<file path="src/rtl/l1_req_queue.sv">
// l1_req_queue: per-core FIFO of opaque request codes feeding an L1 request port.
// Ready/valid on both sides. The head request, out_valid and almost_full are
// all registered from next-state values, so no input reaches an output
// combinationally except in_ready. Saturating stall and issue counters are
// kept for latency debug.
module l1_req_queue #(
  parameter int DEPTH = 4,
  parameter int REQ_W = 4,
  parameter int CNT_W = 16
) (
  input  logic                       clock,
  input  logic                       reset_n,
  input  logic                       flush,
  input  logic [REQ_W-1:0]           in_req,
  input  logic                       in_valid,
  output logic                       in_ready,
  output logic [REQ_W-1:0]           out_req,
  output logic                       out_valid,
  input  logic                       out_ready,
  output logic [$clog2(DEPTH+1)-1:0] occupancy,
  output logic                       almost_full,
  output logic [CNT_W-1:0]           stall_cycles,
  output logic [CNT_W-1:0]           issued_count
);

  localparam int OCC_W = $clog2(DEPTH+1);
  localparam int PTR_W = $clog2(DEPTH);

  logic [REQ_W-1:0] mem [DEPTH];
  logic [PTR_W-1:0] rd_ptr, wr_ptr, rd_next, wr_next;
  logic [OCC_W-1:0] occ_next, occ_after_pop;
  logic [REQ_W-1:0] head_next;
  logic             push, pop;

  // Accept only when space exists, outside flush and reset; never looks at out_ready.
  assign in_ready = (occupancy < OCC_W'(DEPTH)) && !flush && reset_n;

  // Next-state bookkeeping; flush overrides the push/pop pointer and occupancy updates.
  always_comb begin
    push          = in_valid && in_ready;
    pop           = out_valid && out_ready;
    occ_after_pop = occupancy - OCC_W'(pop);
    occ_next      = occupancy + OCC_W'(push) - OCC_W'(pop);
    rd_next       = rd_ptr + PTR_W'(pop);
    wr_next       = wr_ptr + PTR_W'(push);
    if (flush) begin
      occ_next = '0;
      rd_next  = '0;
      wr_next  = '0;
    end
    // The next head is the pushed word only if the queue drains to empty
    // underneath it; otherwise it already sits in the array.
    if (occ_next == '0)           head_next = '0;
    else if (occ_after_pop == '0) head_next = in_req;
    else                          head_next = mem[rd_next];
  end

  // Storage array; contents need no reset because occupancy qualifies them.
  always_ff @(posedge clock) begin
    if (push) mem[wr_ptr] <= in_req;
  end

  // Pointers, occupancy and the registered head/flags.
  always_ff @(posedge clock) begin
    if (!reset_n) begin
      rd_ptr      <= '0;
      wr_ptr      <= '0;
      occupancy   <= '0;
      out_valid   <= 1'b0;
      out_req     <= '0;
      almost_full <= 1'b0;
    end else begin
      rd_ptr      <= rd_next;
      wr_ptr      <= wr_next;
      occupancy   <= occ_next;
      out_valid   <= (occ_next != '0);
      out_req     <= head_next;
      almost_full <= (occ_next >= OCC_W'(DEPTH-1));
    end
  end

  // Saturating debug counters; flush leaves them alone, and a pop in the flush
  // cycle still counts because L1 has taken that request.
  always_ff @(posedge clock) begin
    if (!reset_n) begin
      stall_cycles <= '0;
      issued_count <= '0;
    end else begin
      if (out_valid && !out_ready && (stall_cycles != '1))
        stall_cycles <= stall_cycles + CNT_W'(1);
      if (pop && (issued_count != '1))
        issued_count <= issued_count + CNT_W'(1);
    end
  end

endmodule

</file>
<file path="config.mk">
export PLATFORM = sky130hd
export DESIGN_NAME = l1_req_queue
export DESIGN_NICKNAME = d
export VERILOG_FILES = /design/src/rtl/l1_req_queue.sv
export SDC_FILE = /design/constraint.sdc
export NUM_CORES = 1
export LEC_CHECK = 0
export CORE_ASPECT_RATIO = 2
export CORE_MARGIN = 5
export CORE_UTILIZATION = 55
export CTS_CLUSTER_SIZE = 14
export DETAILED_ROUTE_END_ITERATION = 7
export PLACE_DENSITY = 0.81
export SETUP_SLACK_MARGIN = 0.5
export SLEW_MARGIN = 10
export SYNTH_ARGS = -nofsm -noshare
export SYNTH_HDL_FRONTEND = slang
export SYNTH_SLANG_ARGS = --single-unit
</file>
<file path="constraint.sdc">
create_clock -name clock -period 8 [get_ports clock]
set_input_delay 1.6 -clock clock [delete_from_list [all_inputs] [get_ports clock]]
set_output_delay 1.6 -clock clock [all_outputs]
set_load 0.1 [all_outputs]
</file>
==> results of run 1 <==
==> state kept, by name, indices dropped and copies added, names as in the netlist <==
signal and flops:
occupancy 3, almost_full 1, stall_cycles 16, issued_count 16, mem 16, out_valid 1, out_req 4, rd_ptr 2
wr_ptr 2
==> report_power, final <==
group	switching (mW)	total [mW]	leakage, nW	internal, mW
registers	0.00228	0.322	0.507	0.320
logic	0.0379	0.0527	0.655	0.0148
clock network	0.127	0.271	0.0918	0.144
==> metal layers <==
metal | vias to the layer above | wire length, microns | GRT usage
met3 | 10 | 250 | 0.0580
met5 | - | 0 | 0
met4 | 0 | 96 | 0.0839
met1 | 1109 | 2310 | 0.206
li1 | 1173 | - | -
met2 | 55 | 3570 | 0.363
==> through the flow <==
| step | instance area (sq um) | worst slack (ps) | hold slack (ps) | util |
|---|---|---|---|---|
| after floorplan | 2820 | 2410 | 525 | - |
| after global placement | 3360 | 2620 | 481 | 0.660 |
| after CTS | 3560 | 2600 | 506 | 0.699 |
| final | 3560 | 2610 | 507 | 0.699 |
| after detailed placement | 3360 | 2610 | 491 | 0.660 |
| after global routing | 3560 | 2520 | 544 | 0.699 |
==> cell type report <==
| class | count | area share |
|---|---|---|
| clock buffer | 9 | 0.0348 |
| clock inverter | 7 | 0.0211 |
| inverter | 10 | 0.0105 |
| multi-input combinational | 205 | 0.380 |
| sequential | 61 | 0.388 |
| tap | 58 | 0.0204 |
| timing repair buffer | 52 | 0.145 |
==> worst max-delay path, stage by stage <==
cell	delay [ps]
sky130_fd_sc_hd__clkdlybuf4s50_1	450
sky130_fd_sc_hd__buf_4	220
sky130_fd_sc_hd__nand2b_1	190
sky130_fd_sc_hd__nor2_1	170
sky130_fd_sc_hd__clkdlybuf4s50_1	1150
==> worst paths after layout <==
path                                  startpoint                to
worst max-delay path                     reset_n          in_ready
worst min-delay path            stall_cycles[14]  stall_cycles[14]
worst max register to register         out_valid        out_req[0]
worst min register to register  stall_cycles[14]  stall_cycles[14]
==> cells by family after synthesis <==
| logic type | Yosys count |
|---|---|
| xor gates and xnor gates | 8 |
| AOI/OAI and AO/OA | 55 |
| and+or+nand+nor | 122 |
| DFF | 61 |
| buffers and inverters | 18 |
| adders and majority gates | 8 |
| muxes | 12 |
==> cell usage in the layout (no fill, tap or decap), types with 2 or more instances in the layout <==
cell,count
sky130_fd_sc_hd__and4_1,8
sky130_fd_sc_hd__nand2b_1,8
sky130_fd_sc_hd__ha_1,7
sky130_fd_sc_hd__o21ai_0,6
sky130_fd_sc_hd__nor2_1,18
sky130_fd_sc_hd__o21ai_1,6
sky130_fd_sc_hd__a21oi_2,2
sky130_fd_sc_hd__xnor2_1,4
sky130_fd_sc_hd__nand2_1,30
sky130_fd_sc_hd__nand4_2,3
sky130_fd_sc_hd__inv_1,10
sky130_fd_sc_hd__clkdlybuf4s50_1,50
sky130_fd_sc_hd__clkinvlp_4,3
sky130_fd_sc_hd__a21oi_1,18
sky130_fd_sc_hd__edfxtp_1,16
sky130_fd_sc_hd__or3_1,12
sky130_fd_sc_hd__nor2b_1,2
sky130_fd_sc_hd__nand3_1,9
sky130_fd_sc_hd__buf_4,2
sky130_fd_sc_hd__a2111oi_0,4
sky130_fd_sc_hd__o31ai_1,6
sky130_fd_sc_hd__nand4_1,9
sky130_fd_sc_hd__dfxtp_1,45
sky130_fd_sc_hd__and3_1,5
sky130_fd_sc_hd__mux2i_1,12
sky130_fd_sc_hd__and2_1,3
sky130_fd_sc_hd__or4_1,7
sky130_fd_sc_hd__o41ai_1,2
sky130_fd_sc_hd__xor2_1,4
sky130_fd_sc_hd__nor3b_1,2
sky130_fd_sc_hd__a31oi_1,2
sky130_fd_sc_hd__nor3_1,3
sky130_fd_sc_hd__clkbuf_8,9
==> out/summary.md, run 1 <==
## Run status
* **run status** complete, no violations

## Power and ir drop
* **PwrDens** 181 nW/um^2
* **sum of internal, switching and leakage power** 0.646 mW
* **LEAKAGE** 1.25 nW
* **IR drop worst, VDD** 213 uV

## Timing
* **maximum clock rate** 0.186 GHz
* **clk_skew** 9.92 ps
* **Fin. Hold Viols** 0
* **sum of negative setup slack** 0 ps
* **shortest clock period the worst path allows after layout** 5390 ps
* **fin. max-slew vios** 0
* **Slew @ Worst Pin** 982 ps
* **relative slew slack** 0.343
* **period utilization** 0.674
* **RSZ-0062 raised after global routing** false
* **total setup violations reported at the end of the flow** 0

## Yosys
* **fraction of synthesis flops using an asynchronous set or reset pin** 0
* **Synth top cells by count** sky130_fd_sc_hd__dfxtp_1 (45), sky130_fd_sc_hd__nand2_1 (30), sky130_fd_sc_hd__a21oi_1 (18), sky130_fd_sc_hd__nor2_1 (18), sky130_fd_sc_hd__edfxtp_1 (16)
* **main combinational cell family by area after synthesis** simple AND/OR/NAND/NOR gates
* **number of enable-type register cells in the synthesized netlist** 16
* **fraction of synthesized cell area in xor and xnor cells** 0.0248
* **Synth Flop Type** sky130_fd_sc_hd__dfxtp_1
* **ranking of synthesized cells by area** sky130_fd_sc_hd__dfxtp_1 (32%), sky130_fd_sc_hd__edfxtp_1 (17%), sky130_fd_sc_hd__mux2i_1 (4.3%)
* **Syn. warnings** 0
* **count of state elements after synthesis** 61
* **top-area cell type share of the netlist area** 0.319
* **Post-Synthesis Cell Area** 2820 sq um
* **dominant cell by count in the synthesized netlist** sky130_fd_sc_hd__dfxtp_1
* **syn_nets** 301
* **Post-Syn Instances** 284
* **compound-gate portion of the synthesized area** 0.131
* **sequential area share after synthesis** 0.489
* **share of synthesized area spent on multiplexers** 0.0425
* **mean area per synthesized cell** 9.94 sq um
* **number of distinct library cells after synthesis** 46
* **area share of fa/ha/maj cells after synthesis** 0.0381
* **fraction of the mapped netlist area in simple logic gates** 0.242
* **post-synthesis cell type with the largest combined area** sky130_fd_sc_hd__dfxtp_1

## Routing
* **post-route ant nets** 0
* **Via Count** 2,347
* **Starting DRT DRC Count** 105
* **per-cell via count in the routed design** 5.84
* **first drt pass iteration count** 4
* **DR DRC count** 0
* **post-detailed-route wirelength per cell** 15.5 microns
* **final routed wirelength across all metal layers** 6.22 mm

## Final layout
* **register area** 1380 sq um
* **number of non-filler instances in the completed layout** 402
* **share of post-route cells with drive strength above 1** 0.0785
* **antenna diode instance count** 0
* **area taken by multi-input logic gates** 1350 sq um
* **final net count** 356
* **Layout area overhead** 26.0%
* **filler cell count in the final layout** 408

## Worst setup path
* **sort of element at the start of the critical path** primary input
* **Crit path required time** 6400 ps
* **classification of the worst setup path** in -> out
* **worst r2r path cells** 10
* **endpoint type of the worst setup path** primary output
* **Crit Path Max Fanout** 19
* **data arrival time of the worst path** 3790 ps
* **slack of the worst reg-to-reg path** 5380 ps

## Global route
* **GRT Util Overall** 0.202
* **antenna violations before repair** 0
* **wire length of the first global-routing pass** 10.5 mm
* **largest net degree at the start of global routing** 25
* **overflow left after global routing** 0
* **via count of the first global-routing pass** 2,379

## Hold path
* **Hold Crit Class** reg -> reg
* **hold depth** 2

## Floorplan
* **boundary pin count** 51
* **vertical die dimension** 111 microns
* **area of the core region** 5090 sq um
* **die width** 60.7 microns
* **Starting Density** 0.555
* **total die area** 6750 sq um
* **number of rows in the core area** 37

## Clocking
* **Clock Root Buffer** sky130_fd_sc_hd__clkbuf_8
* **CTS H-tree lvls** 3
* **Post-CTS Setup Inserts** 0
* **Bufs on Longest Clock Path** 2
* **CTS tree** built
* **number of instances resized during post-cts repair** 0
* **number of clock sinks** 61
* **Post-CTS Hold Buffers** 0
* **clock latency of the later-clocked register in the worst-skew pair** 340 ps
* **TritonCTS Buffers** 9
* **clock-pin slew of the registers on the worst-case setup and hold paths** 70 ps

## Job
* **Max Cap Viol** 0

## Placement
* **routability cong.** 0.805
* **Detail Placement HPWL** 4.63 mm
* **cell total after placement** 386
* **count of port buffers added during placement** 50

(Power assumes the default switching activity.)
==> run 2: changes to the inputs <==
Settings changed: CORE_UTILIZATION 55 to 47, PLACE_DENSITY 0.81 to 0.74.
Clock period 8 ns to 4.7 ns, I/O delays scaled along.
==> out/summary.md, run 2 (synthesized netlist as in run 1, its figures left out) <==
## Routing
* **Met3 Wirelength** 306 microns
* **DR DRC count** 0
* **first drt pass iteration count** 4
* **post-detailed-route wirelength per cell** 15.9 microns
* **Via Count** 2,367
* **per-cell via count in the routed design** 5.82
* **length of routed met2 wiring** 3.76 mm
* **final routed wirelength across all metal layers** 6.46 mm
* **post-route ant nets** 0
* **Post-Route M1 WL** 2.26 mm
* **Starting DRT DRC Count** 144
* **top layer reached by signal wires** met4

## Global route
* **via count of the first global-routing pass** 2,324
* **overflow left after global routing** 0
* **largest net degree at the start of global routing** 25
* **antenna violations before repair** 0
* **wire length of the first global-routing pass** 10.7 mm
* **GRT Util Overall** 0.180

## Worst setup path
* **sort of element at the start of the critical path** primary input
* **Crit Path Max Fanout** 7
* **classification of the worst setup path** in -> reg
* **maximum single-stage delay on the critical path** 470 ps
* **list of cells traversed by the critical path** clkdlybuf4s50_1 -> nand2b_1 -> nor2_4 -> nand2_1 -> ha_1 -> inv_1 -> ha_1 -> inv_1 -> fa_1 -> xor2_1 -> xnor2_1 -> a31o_2 -> a2111oi_0
* **Crit path required time** 4880 ps
* **slowest stage cell on the critical path** sky130_fd_sc_hd__clkdlybuf4s50_1
* **endpoint type of the worst setup path** flip-flop
* **data arrival time of the worst path** 3880 ps

## Final layout
* **filler cell count in the final layout** 499
* **final net count** 356
* **Layout area overhead** 28.7%
* **commonest non-fill, non-tap cells in the layout** sky130_fd_sc_hd__clkdlybuf4s50_1 (49), sky130_fd_sc_hd__dfxtp_1 (45), sky130_fd_sc_hd__nand2_1 (30)
* **antenna diode instance count** 0
* **number of non-filler instances in the completed layout** 407
* **largest registers in the final layout** issued_count x16, mem x16, stall_cycles x16
* **most common cell after layout, fill and taps aside** sky130_fd_sc_hd__clkdlybuf4s50_1
* **share of post-route cells with drive strength above 1** 0.0727
* **Layout Utilization** 0.610

## Placement
* **count of port buffers added during placement** 50
* **Detail Placement HPWL** 4.87 mm
* **routability cong.** 0.801
* **cell total after placement** 391

## Clocking
* **Post-CTS Setup Inserts** 0
* **CTS H-tree lvls** 3
* **Post-CTS Hold Buffers** 0
* **clock-pin slew of the registers on the worst-case setup and hold paths** 50 ps
* **number of clock sinks** 61
* **CTS tree** built
* **number of instances resized during post-cts repair** 0
* **Clock Root Buffer** sky130_fd_sc_hd__clkbuf_16
* **TritonCTS Buffers** 9
* **Bufs on Longest Clock Path** 2
* **clock latency of the later-clocked register in the worst-skew pair** 320 ps

## Timing
* **maximum clock rate** 0.270 GHz
* **Fin. Hold Viols** 0
* **sum of negative setup slack** 0 ps
* **Slew @ Worst Pin** 987 ps
* **fin. max-slew vios** 0
* **period utilization** 0.788
* **total setup violations reported at the end of the flow** 0
* **RSZ-0062 raised after global routing** false
* **clk_skew** 5.37 ps
* **relative slew slack** 0.340
* **shortest clock period the worst path allows after layout** 3710 ps

## Power and ir drop
* **Int Pwr** 0.940 mW
* **sum of internal, switching and leakage power** 1.22 mW
* **clock network power share** 0.475
* **switching portion of total power** 0.229
* **Reg power frac** 0.451
* **IR drop worst, VDD** 317 uV
* **LEAKAGE** 1.30 nW
* **PwrDens** 335 nW/um^2
* **combinational power share** 0.074
* **switching pwr** 0.279 mW

## Floorplan
* **die width** 64.8 microns
* **total die area** 7750 sq um
* **Starting Density** 0.474
* **vertical die dimension** 120 microns
* **number of rows in the core area** 40
* **area of the core region** 5960 sq um
* **boundary pin count** 51

## Hold path
* **Hold Crit Class** reg -> reg

## Run status
* **run status** complete, no violations

## Job
* **Max Cap Viol** 0

-- run 2: changes by cell type in the layout (fill, tap and decap cells not counted), moves of 3 or more --
| cell | change |
|---|---|
| sky130_fd_sc_hd__clkbuf_1 | +4 |
| sky130_fd_sc_hd__clkbuf_16 | +9 |
| sky130_fd_sc_hd__clkbuf_8 | -8 |
| sky130_fd_sc_hd__clkinvlp_4 | -3 |
-- run 2: per-layer routing --
| layer | global-route usage | vias to the layer above |
|---|---|---|
| li1 | - | 1165 |
| met1 | 0.167 | 1136 |
| met2 | 0.343 | 57 |
| met3 | 0.0581 | 9 |
| met4 | 0.0795 | 0 |
| met5 | 0 | - |
-- run 2: path summary, 6_finish.rpt --
check,startpoint,end,slack [ps],cells after the start
max,flush,out_req[0],990,13
min reg2reg,issued_count[15],issued_count[15],510,2
max reg2reg,out_valid,out_req[0],2030,10
min,issued_count[15],issued_count[15],510,2
-- run 2: metrics by stage --
stage	instance area, sq um	hold WS [ps]	setup slack, ps
floorplan	2830	525	671
global placement	3370	488	891
detailed placement	3370	503	665
CTS	3630	517	989
global route	3630	550	719
finish	3630	510	995
-- run 2: area by class of cell --
type,instances,area (sq um),share of cell area
Sequential cell,61,1380,0.380
Multi-Input combinational cell,205,1360,0.374
Inverter,10,37.5,0.0103
Clock inverter,2,10.0,0.00275
Tap cell,63,78.8,0.0217
Clock buffer,14,254,0.0699
Timing Repair Buffer,52,513,0.141
-- run 2: power groups by stage --
stage          combinational [mW]  sequential, mW  clock, mW
3_5_place_dp               0.0899           0.560          0
6_report                   0.0899           0.550      0.579
5_1_grt                    0.0966           0.550      0.615
2_1_floorplan              0.0343           0.589          0
3_3_place_gp               0.0882           0.560          0
4_1_cts                    0.0909           0.550      0.587
-- run 2: worst max-delay path: cells and delay by family --
family,cells,cell delay [ps]
AO/OA/AOI/OAI,2,640
XOR/XNOR,2,320
adder cells (fa/ha/maj),3,810
buffers and inverters,3,570
AND/OR/NAND/NOR,3,600
